==> config.mk <==
export PLATFORM = sky130hd
export DESIGN_NAME = mux_chan_sched_flat
export DESIGN_NICKNAME = d
export VERILOG_FILES = /design/src/rtl/mux_chan_sched_pkg.sv /design/src/rtl/mux_chan_sched_if.sv /design/src/rtl/mux_chan_sched_rr_pick.sv /design/src/rtl/mux_chan_sched.sv /design/src/flat_wrapper.sv
export SDC_FILE = /design/constraint.sdc
export NUM_CORES = 1
export LEC_CHECK = 0
export ABC_AREA = 1
export BUFFER_PORTS_ARGS = -buffer_cell sky130_fd_sc_hd__buf_2
export CAP_MARGIN = 10
export CORE_ASPECT_RATIO = 0.6
export CORE_MARGIN = 2
export CORE_UTILIZATION = 40
export CTS_BUF_LIST = sky130_fd_sc_hd__clkbuf_16
export DETAILED_ROUTE_END_ITERATION = 10
export PLACE_DENSITY = 0.59
export SYNTH_ARGS = -nofsm -noshare
export SYNTH_HDL_FRONTEND = slang
export SYNTH_HIERARCHICAL = 1
export SYNTH_SLANG_ARGS = --single-unit
==> constraint.sdc <==
create_clock -name clk -period 2.6 [get_ports clk]
set_input_delay 0.13 -clock clk [delete_from_list [all_inputs] [get_ports clk]]
set_output_delay 0.13 -clock clk [all_outputs]
set_load 0.01 [all_outputs]
==> src/rtl/mux_chan_sched_pkg.sv <==
// Shared types and constants for the round-robin mux channel scheduler.
package mux_sched_pkg;

    localparam int NUM_CH = 4;
    localparam int CH_W   = 2;

    typedef enum logic {
        IDLE  = 1'b0,
        GRANT = 1'b1
    } state_t;

    function automatic logic [NUM_CH-1:0] onehot(input logic [CH_W-1:0] idx);
        onehot      = '0;
        onehot[idx] = 1'b1;
    endfunction

endpackage

==> src/rtl/mux_chan_sched_if.sv <==
// Request/select bundle between the sources, the scheduler and the mux sink.
interface mux_chan_sched_if;
    import mux_sched_pkg::*;

    logic [NUM_CH-1:0] req;
    logic              sink_ready;
    logic              s0;
    logic              s1;
    logic              sel_valid;
    logic [NUM_CH-1:0] grant;
    logic              done;

    modport master (
        output req, sink_ready,
        input  s0, s1, sel_valid, grant, done
    );

    modport slave (
        input  req, sink_ready,
        output s0, s1, sel_valid, grant, done
    );

endinterface

==> src/rtl/mux_chan_sched_rr_pick.sv <==
// Combinational circular-priority picker: first set request after ptr.
module rr_pick
    import mux_sched_pkg::*;
(
    input  logic [NUM_CH-1:0] req,
    input  logic [CH_W-1:0]   ptr,
    output logic [CH_W-1:0]   idx,
    output logic              any
);

    always_comb begin
        logic [CH_W-1:0] cand;
        idx  = '0;
        any  = 1'b0;
        cand = '0;
        // Offsets 1..NUM_CH wrap modulo 4, so ptr itself is checked last.
        for (int i = 1; i <= NUM_CH; i++) begin
            cand = ptr + CH_W'(i);
            if (!any && req[cand]) begin
                idx = cand;
                any = 1'b1;
            end
        end
    end

endmodule

==> src/rtl/mux_chan_sched.sv <==
// Round-robin scheduler driving the 4:1 mux select with a bounded dwell per grant.
module mux_chan_sched
    import mux_sched_pkg::*;
#(
    parameter int DWELL = 3
)
(
    input  logic             clk,
    input  logic             rst_n,
    mux_chan_sched_if.slave  bus
);

    localparam int CNT_W = $clog2(DWELL + 1);

    if (DWELL < 1) begin : g_dwell_chk
        $error("mux_chan_sched: DWELL must be at least 1");
    end

    state_t            state_q, state_d;
    logic [CH_W-1:0]   sel_q, sel_d;
    logic [CH_W-1:0]   ptr_q, ptr_d;
    logic [NUM_CH-1:0] grant_q, grant_d;
    logic              vld_q, vld_d;
    logic              done_q, done_d;
    logic [CNT_W-1:0]  cnt_q, cnt_d;

    logic [CH_W-1:0]   pick_idx;
    logic              pick_any;
    logic [CNT_W-1:0]  cnt_inc;
    logic              drop;
    logic              beat;
    logic              release_w;

    rr_pick u_pick (
        .req (bus.req),
        .ptr (ptr_q),
        .idx (pick_idx),
        .any (pick_any)
    );

    // A dropped request wins over a beat, so no beat is counted on that edge.
    assign cnt_inc   = cnt_q + CNT_W'(1);
    assign drop      = !bus.req[sel_q];
    assign beat      = !drop && bus.sink_ready;
    assign release_w = (state_q == GRANT) && (drop || (beat && cnt_inc == CNT_W'(DWELL)));

    always_ff @(posedge clk) begin
        if (!rst_n) begin
            state_q <= IDLE;
            sel_q   <= '0;
            ptr_q   <= CH_W'(NUM_CH - 1);
            grant_q <= '0;
            vld_q   <= 1'b0;
            done_q  <= 1'b0;
            cnt_q   <= '0;
        end else begin
            state_q <= state_d;
            sel_q   <= sel_d;
            ptr_q   <= ptr_d;
            grant_q <= grant_d;
            vld_q   <= vld_d;
            done_q  <= done_d;
            cnt_q   <= cnt_d;
        end
    end

    always_comb begin
        state_d = state_q;
        case (state_q)
            IDLE:    if (pick_any)  state_d = GRANT;
            GRANT:   if (release_w) state_d = IDLE;
            default: state_d = IDLE;
        endcase
    end

    always_comb begin
        sel_d   = sel_q;
        ptr_d   = ptr_q;
        grant_d = grant_q;
        vld_d   = vld_q;
        done_d  = 1'b0;
        cnt_d   = cnt_q;
        case (state_q)
            IDLE: begin
                grant_d = '0;
                vld_d   = 1'b0;
                if (pick_any) begin
                    sel_d   = pick_idx;
                    grant_d = onehot(pick_idx);
                    vld_d   = 1'b1;
                    cnt_d   = '0;
                end
            end
            GRANT: begin
                if (beat) cnt_d = cnt_inc;
                // Select lines are left as-is on release; only valid/grant drop.
                if (release_w) begin
                    vld_d   = 1'b0;
                    grant_d = '0;
                    done_d  = 1'b1;
                    ptr_d   = sel_q;
                end
            end
            default: begin
                vld_d   = 1'b0;
                grant_d = '0;
            end
        endcase
    end

    assign bus.s0        = sel_q[0];
    assign bus.s1        = sel_q[1];
    assign bus.sel_valid = vld_q;
    assign bus.grant     = grant_q;
    assign bus.done      = done_q;

endmodule

==> src/flat_wrapper.sv <==
// flat-port wrapper written by rule: the top's interface ports become plain ports
module mux_chan_sched_flat import mux_sched_pkg::*;
#(
    parameter int DWELL = 3
)
  (clk, rst_n, bus_req, bus_sink_ready, bus_s0, bus_s1, bus_sel_valid, bus_grant, bus_done);
  mux_chan_sched_if bus_i ();
  input  logic clk;
  input  logic rst_n;
  input wire logic [$bits(bus_i.req)-1:0] bus_req;
  input wire logic [$bits(bus_i.sink_ready)-1:0] bus_sink_ready;
  output wire logic [$bits(bus_i.s0)-1:0] bus_s0;
  output wire logic [$bits(bus_i.s1)-1:0] bus_s1;
  output wire logic [$bits(bus_i.sel_valid)-1:0] bus_sel_valid;
  output wire logic [$bits(bus_i.grant)-1:0] bus_grant;
  output wire logic [$bits(bus_i.done)-1:0] bus_done;
  assign bus_i.req = bus_req;
  assign bus_i.sink_ready = bus_sink_ready;
  assign bus_s0 = bus_i.s0;
  assign bus_s1 = bus_i.s1;
  assign bus_sel_valid = bus_i.sel_valid;
  assign bus_grant = bus_i.grant;
  assign bus_done = bus_i.done;
  mux_chan_sched #(.DWELL(DWELL)) u_core (.clk(clk), .rst_n(rst_n), .bus(bus_i));
endmodule
==> implementation parameters, run 1 <==
Parameter                              Value

Timing
  Final-layout worst hold slack    roughly 0.17 ns
  Final sum of negative setup slack    0 ns
  Layout Skew    0.00206 ns
  Setup Viol. Count Final    0
  Worst max-slew margin expressed relative to the limit    around three quarters
  Final period demand of the worst path    2.10 ns
  RSZ-0062 raised after global routing    false
  Worst slew pin tran    around 0.39 ns
  Final Max Slew Viols    0
  Hold Fails Final Rpt    0
  Tcrit/Tclk final    80.9%
  Maximum operating frequency    475 MHz

Die
  Die Span X    ~66 um
  Effective utilization at floorplan    between 40% and 50%
  # IOs    15
  DIE AREA    approximately 2700 um^2
  Std-Cell Core Area    2180 um^2
  Die outline height    41.2 um
  Site row count    13

Global route
  GRT Resource Usage Total    between 10% and 20%
  Pin count of the biggest net entering global routing    13
  First-pass GRT wire length    between 3000 and 4000 um
  Initial antenna violation count    0
  Via count of the first global-routing pass    about 700
  GRT overflow    0

CTS
  Skew-Pair Late Insertion Delay    around 0.24 ns
  Post-CTS Resized    0
  Clock buffers created by TritonCTS    3
  TritonCTS clock tree    done
  Longest Clk Path Bufs    2
  Number of H-tree levels    1
  Clk sink count    13
  CTS Hold Bufs    0
  Number of setup buffers added after CTS    0
  Root Buffer    sky130_fd_sc_hd__clkbuf_16
  Clock-pin slew on the worst setup and hold paths    ~0.040 ns

Routing
  Antenna Nets Post-Route    0
  DRC violation count after routing    0
  DR WL/cell    around 11 um
  Number of iterations in the first detailed-routing pass    4
  Aggregate routed wire length    2120 um
  Overall via count from detail_route    906
  Vias per inst    4.90
  Number of design-rule violations left by the first detailed-router iteration    53

Worst setup path
  Endpoint class of the critical path    flop
  Worst EP arrival    around 2.2 ns
  Maximum fanout along the worst path    12
  Setup crit start kind    flop
  Crit path kind    reg2reg
  Worst-case register-to-register setup slack    between 0.4 and 0.5 ns
  Required time of the critical path    about 2.7 ns

Placement
  Final HPWL from detailed placement    approximately 1600 um
  Count of input and output buffers    14
  Weighted congestion at the end of routability-driven global placement    0.918

Layout
  Area growth, synth to finish    16.0%
  # diodes    0
  Proportion of layout cells with a drive suffix above 1    between 20 and 25%
  Net count of the finished layout    between 150 and 200
  Most frequent cells in the layout    sky130_fd_sc_hd__nand2_1, sky130_fd_sc_hd__nand3_1, sky130_fd_sc_hd__inv_1
  Most frequent standard cell in the layout excluding fill and tap cells    sky130_fd_sc_hd__nand2_1

Logic synthesis
  Number of warning messages in the yosys log    6
  Synth Cell Area    922 um^2
  Number of register bits inferred by synthesis    13
  Part of the Yosys area used for sequential elements    between 20% and 30%
  Cells after Synth    between 100 and 150
  Most area-hungry cell type in the Yosys netlist    sky130_fd_sc_hd__dfxtp_1
  Number of different library cells in the post-synthesis netlist    22
  Ranking of synthesized cells by area    sky130_fd_sc_hd__dfxtp_1, sky130_fd_sc_hd__nand2_1, sky130_fd_sc_hd__nand3_1, sky130_fd_sc_hd__inv_1, sky130_fd_sc_hd__nand4_1
  Average size of a mapped cell    roughly 6.6 um^2
  Area share of the largest cell type after synthesis    between 20% and 30%
  Post-Synthesis Net Count    approximately 150

Power and ir drop
  Leak pwr    0.000570 uW
  Max VDD drop    ~0.58 mV
  Cell Pwr Density    approximately 1200 nW/um^2

Worst hold path
  Hold Path Class    in2reg

Job
  Max cap viols    0

Status
  Result of the run    completed
[area by class of cell]
class,instances,area (um^2)
Timing Repair Buffer,14,70.1
Tap cell,30,37.5
Multi-Input combinational cell,107,559
Sequential cell,13,260
Inverter,17,63.8
Clock buffer,3,75.1
Fill cell,229,1110
Clock inverter,1,3.75
[stage by stage]
step / cell area, um^2 / worst slack [ns] / total power, uW / utilization [%] / cells
after global routing: 1070 / 0.310 / 1450 / 49.1 / 185
final: 1070 / 0.496 / 1330 / 49.1 / 185
after detailed placement: 991 / 0.551 / 1040 / 45.5 / 181
after global placement: 991 / 0.621 / 1040 / 45.5 / 181
after floorplan: 922 / 1.09 / 892 / - / 140
after CTS: 1070 / 0.536 / 1330 / 49.1 / 185
[layer usage]
layer	vias to the layer above	part of all wire (%)	GRT usage [%]
met5	-	0	0
met4	0	0	3.06
met3	0	11	5.77
met2	43	37	21.5
met1	383	52	27.7
li1	480	-	-
[where the power goes]
group	leakage, uW	switching [uW]	internal [uW]	total (uW)
clock network	0.0000423	82.0	203	285
registers	0.000107	79.3	268	347
logic	0.000420	455	243	698
[synth_stat cells (all sizes together)]
cell type / count
buf: 3
nor3b: 1
nor3: 1
dfxtp: 13
nor2: 14
nand3: 20
nand2: 53
ha: 1
a211oi: 2
nand4: 7
nand3b: 1
o21a: 1
a21oi: 6
inv: 17
[cell families after synthesis]
logic type	synth area share, %
AOI/OAI and AO/OA	5.70
and+or+nand+nor	53.6
DFF	28.2
buffers and inverters	11.1
adders and majority gates	1.36
[flip-flops by register name (all words and copies together), names as in the netlist]
name / cells
u_core/bus.sel_valid: 1
u_core/ptr_q: 2
u_core/state_q: 1
u_core/cnt_q: 2
u_core/sel_q: 2
u_core/bus.done: 1
u_core/bus.grant: 4
[worst max-delay path, stage by stage, from the launching register on]
cell                       delay, ns
sky130_fd_sc_hd__dfxtp_1        0.55
sky130_fd_sc_hd__inv_1          0.22
sky130_fd_sc_hd__nand2_1        0.12
sky130_fd_sc_hd__nand2_1        0.09
sky130_fd_sc_hd__nand2_1        0.12
sky130_fd_sc_hd__nand2_4        0.08
sky130_fd_sc_hd__nor2_8         0.13
sky130_fd_sc_hd__nand4_1        0.13
sky130_fd_sc_hd__nand2_2        0.20
sky130_fd_sc_hd__nor2_1         0.09
sky130_fd_sc_hd__a211oi_1       0.27
[worst paths after layout]
path                            start             endpoint  depth (start not counted)
setup / recovery      u_core/ptr_q[0]      u_core/sel_q[0]                         10
setup reg to reg      u_core/ptr_q[0]      u_core/sel_q[0]                         10
hold reg to reg   u_core/bus.grant[0]  u_core/bus.grant[0]                          2
hold / removal                  rst_n      u_core/ptr_q[1]                          2
Power figures use the tool's default switching activity.
==> run 2, diff against run 1 <==
Settings changed: PLACE_DENSITY 0.59 to 0.61.
Clock period 2.6 ns to 1.8 ns, I/O delays scaled along.
==> run 2 against run 1 <==
Wire length up 4.0%. Worst hold slack worse by 0.048 ns. Non-clock buffer count up 2. Design area increased by 4.3%. Register-to-register slack got worse by 0.34 ns. Largest power group unchanged.
==> implementation parameters, run 2 (synthesis results as in run 1) <==
Parameter                              Value

Timing
  Layout Skew    0.00105 ns (-0.00101 ns)
  Hold Fails Final Rpt    0 (unchanged)
  Maximum operating frequency    608 MHz (+28%)
  Final-layout worst hold slack    0.119 ns (-0.0479 ns)
  Setup Viol. Count Final    0 (unchanged)
  Final period demand of the worst path    1.64 ns (-0.461 ns)
  Tcrit/Tclk final    91.3% (+10 points)
  Worst max-slew margin expressed relative to the limit    76.4% (+2.1 points)
  Final Max Slew Viols    0 (unchanged)
  Worst setup slack after layout    0.157 ns (-0.339 ns)
  Worst slew pin tran    0.354 ns (-0.0322 ns)

Worst setup path
  CP bufs+invs    1 (unchanged)
  Worst EP arrival    1.78 ns (-0.45 ns)
  Delay-heaviest family, CP    simple AND/OR/NAND/NOR gates
  Number of cells traversed by the worst register-to-register path    12 (+2)
  Slowest-stage cell, CP    sky130_fd_sc_hd__dfxtp_1
  Largest stage delay, worst path    0.35 ns (-0.20 ns)
  Origin of the critical flop-to-flop path    u_core/ptr_q[0]
  Endpoint class of the critical path    flop
  Worst path most repeated cell    sky130_fd_sc_hd__nand2_1
  Reg-to-Reg End    u_core/bus.grant[1]
  Required time of the critical path    1.93 ns (-0.80 ns)
  Crit path kind    reg2reg
  List of cells traversed by the critical path    buf_6, nand2_1, nand2_1, nand3_1, nand2_2, nand4_1, nand2_4, nor2_2, nand2_1, nand2_1, nand2_1, nor2_1
  Worst-case register-to-register setup slack    0.16 ns (-0.34 ns)
  Setup crit start kind    flop
  Maximum fanout along the worst path    11 (-1)

Job
  Max cap viols    0 (unchanged)

CTS
  Number of H-tree levels    1 (unchanged)
  Post-CTS Resized    0 (unchanged)
  Root Buffer    sky130_fd_sc_hd__clkbuf_16
  Clock buffers created by TritonCTS    3 (unchanged)
  Clock-pin slew on the worst setup and hold paths    0.04 ns (about the same)
  CTS Hold Bufs    0 (unchanged)
  Clk sink count    13 (unchanged)
  Number of setup buffers added after CTS    0 (unchanged)
  TritonCTS clock tree    done
  Skew-Pair Late Insertion Delay    0.24 ns (about the same)
  Longest Clk Path Bufs    2 (unchanged)

Die
  DIE AREA    2720 um^2 (unchanged)
  Effective utilization at floorplan    42.3% (unchanged)
  Die outline height    41.2 um (unchanged)
  Site row count    13 (unchanged)
  Die Span X    66.0 um (unchanged)
  Std-Cell Core Area    2180 um^2 (unchanged)
  # IOs    15 (unchanged)

Routing
  Aggregate routed wire length    2210 um (+4.0%)
  Number of design-rule violations left by the first detailed-router iteration    70 (+32%)
  DRC violation count after routing    0 (unchanged)
  Antenna Nets Post-Route    0 (unchanged)
  Overall via count from detail_route    957 (+5.6%)
  Number of iterations in the first detailed-routing pass    4 (unchanged)
  Vias per inst    5.12 (+4.5%)
  DR WL/cell    11.8 um (+2.9%)

Layout
  Flip-flop count of the largest register after layout    4 (unchanged)
  Net count of the finished layout    166 (+1.2%)
  Summed area of non-filler cells in the final layout    1120 um^2 (+4.3%)
  Most frequent standard cell in the layout excluding fill and tap cells    sky130_fd_sc_hd__nand2_1
  # diodes    0 (unchanged)
  Proportion of layout cells with a drive suffix above 1    29.3% (+6.1 points)
  Fill cells    227 (-0.87%)
  Combined area of the multi-input logic cells    586 um^2 (+4.7%)
  Area taken by flip-flops and latches    262 um^2 (+0.48%)
  Area growth, synth to finish    21.0%
  Most frequent cells in the layout    sky130_fd_sc_hd__nand2_1, sky130_fd_sc_hd__nand3_1, sky130_fd_sc_hd__inv_1, sky130_fd_sc_hd__buf_2, sky130_fd_sc_hd__dfxtp_1

Worst hold path
  Endpoint of the worst hold path    u_core/ptr_q[1]
  Hold Crit Start    rst_n
  Hold Path Class    in2reg
  Hold-critical path depth    2 (unchanged)

Placement
  Weighted congestion at the end of routability-driven global placement    0.844 (-8.0%)
  Final HPWL from detailed placement    1680 um (+2.3%)
  Cell area after placement    1010 um^2 (+1.5%)
  Count of input and output buffers    14 (unchanged)
  Post-placement worst setup slack    0.0788 ns (-0.472 ns)

Power and ir drop
  Tot Pwr    2000 uW (+51%)
  Cell Pwr Density    1790 nW/um^2 (+44%)
  Leak pwr    0.000586 uW (+2.9%)
  Max VDD drop    0.629 mV (+8.4%)

Global route
  Via count of the first global-routing pass    714 (+1.9%)
  GRT overflow    0 (unchanged)
  GRT Resource Usage Total    17.8% (+0.35 points)
  First-pass GRT wire length    3490 um (+4.3%)
  Initial antenna violation count    0 (unchanged)
  Pin count of the biggest net entering global routing    12 (-1)

Status
  Result of the run    completed
run 2: cell count changes in the layout (fill, tap and decap cells not counted), sizes merged:
| cell | before | now |
|---|---|---|
| buf | 14 | 16 |
run 2: stage by stage:
step                instances  TNS, ns  utilization (%)
finish                    187        0             51.2
detailed placement        183        0             46.2
floorplan                 140        0                -
CTS                       187        0             49.8
global route              187  -0.0195             51.2
global placement          183        0             46.2
run 2: power by group:
part           internal, uW  switching, uW  total [uW]  leakage (uW)
combinational           396            714        1110      0.000437
sequential              389           97.3         486      0.000107
clock                   292            115         407     0.0000423
total                  1080            926        2000      0.000586
run 2: area by class of cell:
type | instances | share of cell area (%)
clock buffer | 3 | 6.73
inverter | 17 | 5.72
timing repair buffer | 16 | 7.96
multi-input combinational | 107 | 52.5
tap | 30 | 3.36
clock inverter | 1 | 0.336
sequential | 13 | 23.4
run 2: worst max-delay path by stage:
stage                                from                  end  cells after the start
after floorplan           u_core/ptr_q[0]  u_core/bus.grant[3]                     12
after global placement    u_core/ptr_q[1]      u_core/sel_q[0]                     10
after detailed placement  u_core/ptr_q[1]      u_core/sel_q[0]                     10
after CTS                 u_core/ptr_q[1]      u_core/sel_q[0]                     10
after global routing      u_core/ptr_q[0]  u_core/bus.grant[1]                     13
final                     u_core/ptr_q[0]  u_core/bus.grant[1]                     12
run 2: worst reg2reg max path, delay by kind of cell, from the launching register on:
| kind | cells | cell delay, ns |
|---|---|---|
| and+or+nand+nor | 11 | 1.03 |
| DFF | 1 | 0.35 |
| buffers and inverters | 1 | 0.16 |
run 2: metal layers:
| metal | part of all wire [%] | global-route usage (%) | up-vias |
|---|---|---|---|
| li1 | - | - | 489 |
| met1 | 51 | 26.5 | 429 |
| met2 | 39 | 24.5 | 39 |
| met3 | 9.7 | 7.69 | 0 |
| met4 | 0 | 0 | 0 |
| met5 | 0 | 0 | - |
